## config.mk

```make
export PLATFORM = sky130hd
export DESIGN_NAME = dd_cdc_bus_tx_flat
export DESIGN_NICKNAME = d
export VERILOG_FILES = /design/src/rtl/dd_cdc_pkg.sv /design/src/rtl/dd_cdc_bus_tx_if.sv /design/src/rtl/dd_sync.sv /design/src/rtl/dd_cdc_bus_tx.sv /design/src/flat_wrapper.sv
export SDC_FILE = /design/constraint.sdc
export NUM_CORES = 1
export LEC_CHECK = 0
export CORE_MARGIN = 5
export CORE_UTILIZATION = 44
export CTS_CLUSTER_SIZE = 28
export DETAILED_ROUTE_END_ITERATION = 8
export PLACE_DENSITY = 0.89
export SETUP_SLACK_MARGIN = 0.5
export SLEW_MARGIN = 20
export SYNTH_ARGS = -nofsm -noshare
export SYNTH_HDL_FRONTEND = slang
export SYNTH_SLANG_ARGS = --single-unit
```

## constraint.sdc

```tcl
create_clock -name clk -period 1.8 [get_ports clk]
set_input_delay 0.36 -clock clk [delete_from_list [all_inputs] [get_ports clk]]
set_output_delay 0.36 -clock clk [all_outputs]
set_load 0.1 [all_outputs]
```

## src/rtl/dd_cdc_pkg.sv

```systemverilog
// dd_cdc_pkg: shared types and constants for the toggle-handshake bus crossing.
package dd_cdc_pkg;
  typedef enum logic {IDLE, WAIT_ACK} state_e;
  localparam int CNT_W = 16;
  localparam int SYNC_STAGES_DEF = 2;
endpackage

```

## src/rtl/dd_cdc_bus_tx_if.sv

```systemverilog
// dd_cdc_bus_tx_if: handshake/bus bundle for dd_cdc_bus_tx.
// Source side:  data_i, valid_i, ready_o.
// Destination side: data_o, req_o, ack_i.
// Status: done_o, xfer_cnt_o, err_o.
// Modports: master drives the source side and the ack; slave is the block itself.
interface dd_cdc_bus_tx_if
  import dd_cdc_pkg::*;
#(
  parameter int WIDTH = 8
);
  logic [WIDTH-1:0] data_i, data_o;
  logic             valid_i, ready_o, req_o, ack_i, done_o, err_o;
  logic [CNT_W-1:0] xfer_cnt_o;
  modport master(output data_i, valid_i, ack_i,
                 input  ready_o, data_o, req_o, done_o, xfer_cnt_o, err_o);
  modport slave (input  data_i, valid_i, ack_i,
                 output ready_o, data_o, req_o, done_o, xfer_cnt_o, err_o);
endinterface

```

## src/rtl/dd_sync.sv

```systemverilog
// dd_sync: STAGES-deep flop synchronizer with async active-low reset.
// Ports: clk, rst_ni (async, active low), d_i (async input), q_o (synchronized).
module dd_sync #(
  parameter int               WIDTH   = 1,
  parameter int               STAGES  = 2,
  parameter logic [WIDTH-1:0] RST_VAL = '0
) (
  input  logic             clk,
  input  logic             rst_ni,
  input  logic [WIDTH-1:0] d_i,
  output logic [WIDTH-1:0] q_o
);
  logic [STAGES-1:0][WIDTH-1:0] sync_q;
  always_ff @(posedge clk or negedge rst_ni)
    if (!rst_ni) sync_q <= {STAGES{RST_VAL}};
    else         sync_q <= {sync_q[STAGES-2:0], d_i};
  assign q_o = sync_q[STAGES-1];
endmodule

```

## src/rtl/dd_cdc_bus_tx.sv

```systemverilog
// dd_cdc_bus_tx: source half of a toggle-handshake bus crossing.
// Ports: clk, rst (async, active high), bus (dd_cdc_bus_tx_if.slave):
//   data_i/valid_i/ready_o accept a word, data_o/req_o present it to the
//   destination, ack_i returns the toggle, done_o/xfer_cnt_o report completions,
//   err_o pulses on timeout.
// Option: DD_CDC_BUS_TX_TIMEOUT_EN enables the WAIT_ACK timeout; otherwise err_o is 0.
module dd_cdc_bus_tx
  import dd_cdc_pkg::*;
#(
  parameter int               WIDTH          = 8,
  parameter int               SYNC_STAGES    = SYNC_STAGES_DEF,
  parameter logic [WIDTH-1:0] RST_VAL        = '0,
  parameter int               TIMEOUT_CYCLES = 1024
) (
  input logic             clk,
  input logic             rst,
  dd_cdc_bus_tx_if.slave  bus
);
  state_e           state_q;
  logic [WIDTH-1:0] data_q;
  logic             req_q, done_q, ack_sync;
  logic [CNT_W-1:0] xfer_q;
`ifdef DD_CDC_BUS_TX_TIMEOUT_EN
  localparam logic [CNT_W-1:0] TO_LAST = CNT_W'(TIMEOUT_CYCLES - 1);
  logic [CNT_W-1:0] tmo_q;
  logic             err_q;
`endif
  dd_sync #(.WIDTH(1), .STAGES(SYNC_STAGES), .RST_VAL(1'b0)) u_ack_sync (
    .clk   (clk),
    .rst_ni(~rst),
    .d_i   (bus.ack_i),
    .q_o   (ack_sync)
  );
  always_ff @(posedge clk or posedge rst)
    if (rst) begin
      state_q <= IDLE;
      data_q  <= RST_VAL;
      req_q   <= 1'b0;
      done_q  <= 1'b0;
      xfer_q  <= '0;
`ifdef DD_CDC_BUS_TX_TIMEOUT_EN
      tmo_q   <= '0;
      err_q   <= 1'b0;
`endif
    end else begin
      done_q <= 1'b0;
`ifdef DD_CDC_BUS_TX_TIMEOUT_EN
      err_q  <= 1'b0;
`endif
      if (state_q == IDLE) begin
        if (bus.valid_i) begin
          data_q  <= bus.data_i;
          req_q   <= ~req_q;
          state_q <= WAIT_ACK;
`ifdef DD_CDC_BUS_TX_TIMEOUT_EN
          tmo_q   <= '0;
`endif
        end
      end else if (ack_sync == req_q) begin
        state_q <= IDLE;
        done_q  <= 1'b1;
        xfer_q  <= xfer_q + 1'b1;
      end
`ifdef DD_CDC_BUS_TX_TIMEOUT_EN
      // req_q stays toggled on abort; the next accept toggles it again
      else if (tmo_q == TO_LAST) begin
        state_q <= IDLE;
        err_q   <= 1'b1;
      end else tmo_q <= tmo_q + 1'b1;
`endif
    end
  assign bus.ready_o    = state_q == IDLE;
  assign bus.data_o     = data_q;
  assign bus.req_o      = req_q;
  assign bus.done_o     = done_q;
  assign bus.xfer_cnt_o = xfer_q;
`ifdef DD_CDC_BUS_TX_TIMEOUT_EN
  assign bus.err_o      = err_q;
`else
  assign bus.err_o      = 1'b0;
`endif
endmodule

```

## src/flat_wrapper.sv

```systemverilog
// flat-port wrapper written by rule: the top's interface ports become plain ports
module dd_cdc_bus_tx_flat import dd_cdc_pkg::*;
#(
  parameter int               WIDTH          = 8,
  parameter int               SYNC_STAGES    = SYNC_STAGES_DEF,
  parameter logic [WIDTH-1:0] RST_VAL        = '0,
  parameter int               TIMEOUT_CYCLES = 1024
)
  (clk, rst, bus_data_i, bus_valid_i, bus_ack_i, bus_ready_o, bus_data_o, bus_req_o, bus_done_o, bus_xfer_cnt_o, bus_err_o);
  dd_cdc_bus_tx_if #(.WIDTH(WIDTH)) bus_i ();
  input logic clk;
  input logic rst;
  input wire logic [$bits(bus_i.data_i)-1:0] bus_data_i;
  input wire logic [$bits(bus_i.valid_i)-1:0] bus_valid_i;
  input wire logic [$bits(bus_i.ack_i)-1:0] bus_ack_i;
  output wire logic [$bits(bus_i.ready_o)-1:0] bus_ready_o;
  output wire logic [$bits(bus_i.data_o)-1:0] bus_data_o;
  output wire logic [$bits(bus_i.req_o)-1:0] bus_req_o;
  output wire logic [$bits(bus_i.done_o)-1:0] bus_done_o;
  output wire logic [$bits(bus_i.xfer_cnt_o)-1:0] bus_xfer_cnt_o;
  output wire logic [$bits(bus_i.err_o)-1:0] bus_err_o;
  assign bus_i.data_i = bus_data_i;
  assign bus_i.valid_i = bus_valid_i;
  assign bus_i.ack_i = bus_ack_i;
  assign bus_ready_o = bus_i.ready_o;
  assign bus_data_o = bus_i.data_o;
  assign bus_req_o = bus_i.req_o;
  assign bus_done_o = bus_i.done_o;
  assign bus_xfer_cnt_o = bus_i.xfer_cnt_o;
  assign bus_err_o = bus_i.err_o;
  dd_cdc_bus_tx #(.WIDTH(WIDTH), .SYNC_STAGES(SYNC_STAGES), .RST_VAL(RST_VAL), .TIMEOUT_CYCLES(TIMEOUT_CYCLES)) u_core (.clk(clk), .rst(rst), .bus(bus_i));
endmodule
```

==> metrics <==
status finished clean; most frequent cells in the layout buf_12, buf_4, dfrtp_1; Worst Skew 0.0112 ns; die width 61.6 µm; Clock Path Buffers 2; final hold violation count 0; via count 940; antenna fix cells 0; post-synthesis cell count 86; synth top area cells dfrtp_1, xnor2_1, mux2_2, xor2_1, nand4_1; fillers 120; Final Max Tran Viols 0; Ys Warns 0; Final nets 169; layout cells sized above 1 59.9%; Port Buffer Count 38; Routed wire per std cell 18.3 µm; Initial Utilization 46.5%; Net Count, Synth 99; vias in the first global route 1,046; DR iter-0 viols 23; Crit Path Max Fanout 3; CTS Buf Count 5; Clock Root Buffer clkbuf_4; clk sinks 29; initial antenna violation count 0; Max-Cap Viols 0; GRT overflow 0; Syn Area/Cell 13.6 µm²; Syn-to-layout area delta 90.6%; min cycle time layout 1.43 ns; Critical Path AT 1.07 ns; hold_ws approximately 0.36 ns; r2r worst-path depth 4; Worst-path clk slew 0.08 ns; highest clock rate 0.697 GHz; number of cell rows 18; Final Setup Violations 0; DP Area 0.00196 mm²; Ports 40; WP data required 1.44 ns; Synth area leader dfrtp_1; ANT nets after route 0; drt pass-1 iters 4; Yosys top cell area share 61.9%; GRT Total Usage 19.7%; CTS H-Tree Depth 2; routability congestion estimate 0.775; CTS tree yes; Synth Register Bits 29; Worst setup EP type primary output; final instance area 0.00223 mm²; HP Class reg2reg; Crit Path Category reg2out; mapped cell area between 0.001 and 0.0015 mm²; largest net degree at the start of global routing 30; Final period util 79.7%; first-pass GRT wire length 5.06 mm; Post-Place Worst Slack around 0.16 ns; drt total wl 3.42 mm; DIE AREA 0.00380 mm²; Worst-Skew Late Latency around 0.35 ns; Unique masters post-synth 21; setup TNS 0 ns; startpoint class of the critical path flip-flop; Vias/cell slightly above 5; core box area 0.00252 mm²; drt drc 0; Seq/Total Area, Yosys about three fifths; hold path depth 0; Hold-fix buffers, CTS 0; Setup WS post-layout approximately 0.37 ns; commonest non-fill, non-tap cell in the layout buf_12; unrepaired setup endpoints after global routing true; Die H 61.6 µm
-- cell type report --
cell class | count | area (µm²) | share of cell area [%]
multi-input combinational | 53 | 493 | 22.1
tap | 30 | 37.5 | 1.68
clock buffer | 8 | 48.8 | 2.18
timing repair buffer | 65 | 872 | 39.0
sequential | 29 | 772 | 34.5
inverter | 2 | 11.3 | 0.504
-- timing repair --
| action | 4_1_cts | 5_1_grt |
|---|---|---|
| hold endpoints to repair | 0 | 0 |
| gates cloned | 0 | 1 |
| buffers inserted | 20 | 4 |
| resized for setup | 3 | 10 |
| pin swaps | 11 | 7 |
| setup endpoints to repair | 36 | 52 |
-- cell families after synthesis --
kind of cell | after synthesis | synth area share (%)
other | 1 | 0.320
adders and majority gates | 1 | 1.07
muxes | 9 | 8.96
DFF | 29 | 61.9
buffers and inverters | 4 | 1.71
and+or+nand+nor | 25 | 12.7
xor gates and xnor gates | 17 | 13.3
-- layer usage --
layer	GRT usage [%]	share of wire, %	up-vias
li1	-	-	433
met1	19.0	34	463
met2	33.8	55	35
met4	10.3	3.2	0
met3	10.5	7.8	9
met5	0	0	-
-- path summary, 6_finish.rpt --
check / from / end / slack [ns]
worst min-delay path: u_core.u_ack_sync.sync_q[0]$_DFF_PP0_ / u_core.u_ack_sync.q_o$_DFF_PP0_ / 0.36
min in group asynchronous: rst / u_core.bus.xfer_cnt_o[6]$_DFFE_PP0P_ / 0.37
worst max register to register: u_core.bus.req_o$_DFFE_PP0P_ / u_core.bus.xfer_cnt_o[12]$_DFFE_PP0P_ / 0.37
max in group asynchronous: rst / u_core.bus.xfer_cnt_o[0]$_DFFE_PP0P_ / 1.11
worst max-delay path: u_core.state_q$_DFF_PP0_ / bus_ready_o / 0.37
worst min register to register: u_core.u_ack_sync.sync_q[0]$_DFF_PP0_ / u_core.u_ack_sync.q_o$_DFF_PP0_ / 0.36
-- flip-flops by register name (all words and copies together) (netlist names) --
register / flops
u_core.bus.xfer_cnt_o: 16
u_core.bus.data_o: 8
u_core.bus.done_o: 1
u_core.bus.req_o: 1
u_core.state_q: 1
u_core.u_ack_sync.q_o: 1
u_core.u_ack_sync.sync_q: 1
-- cells in the mapped netlist --
library cell	n
inv_1	2
xor2_1	5
nand4_1	5
buf_4	1
nor3_2	1
nor2b_1	1
buf_2	1
nor2_1	3
and4_1	2
nand3_1	6
conb_1	1
nand2_1	4
nor3_4	1
dfrtp_1	29
nor3_1	1
mux2_4	1
nor2_2	1
mux2_2	8
xnor2_1	11
xor2_2	1
ha_1	1
-- worst max-delay path, cell delays in order (launching register included) --
cell        delay (ns)
dfrtp_2           0.45
clkinvlp_4        0.11
buf_12            0.18
-- stage by stage --
stage | utilization (%) | cells
6_report | 88.6 | 187
5_1_grt | 88.6 | 187
4_1_cts | 85.8 | 182
3_5_place_dp | 77.6 | 154
3_3_place_gp | 77.6 | 154
2_1_floorplan | - | 86
Power is not shown: default switching activity piles up to over one toggle a cycle in this logic, so the estimate is an artifact.
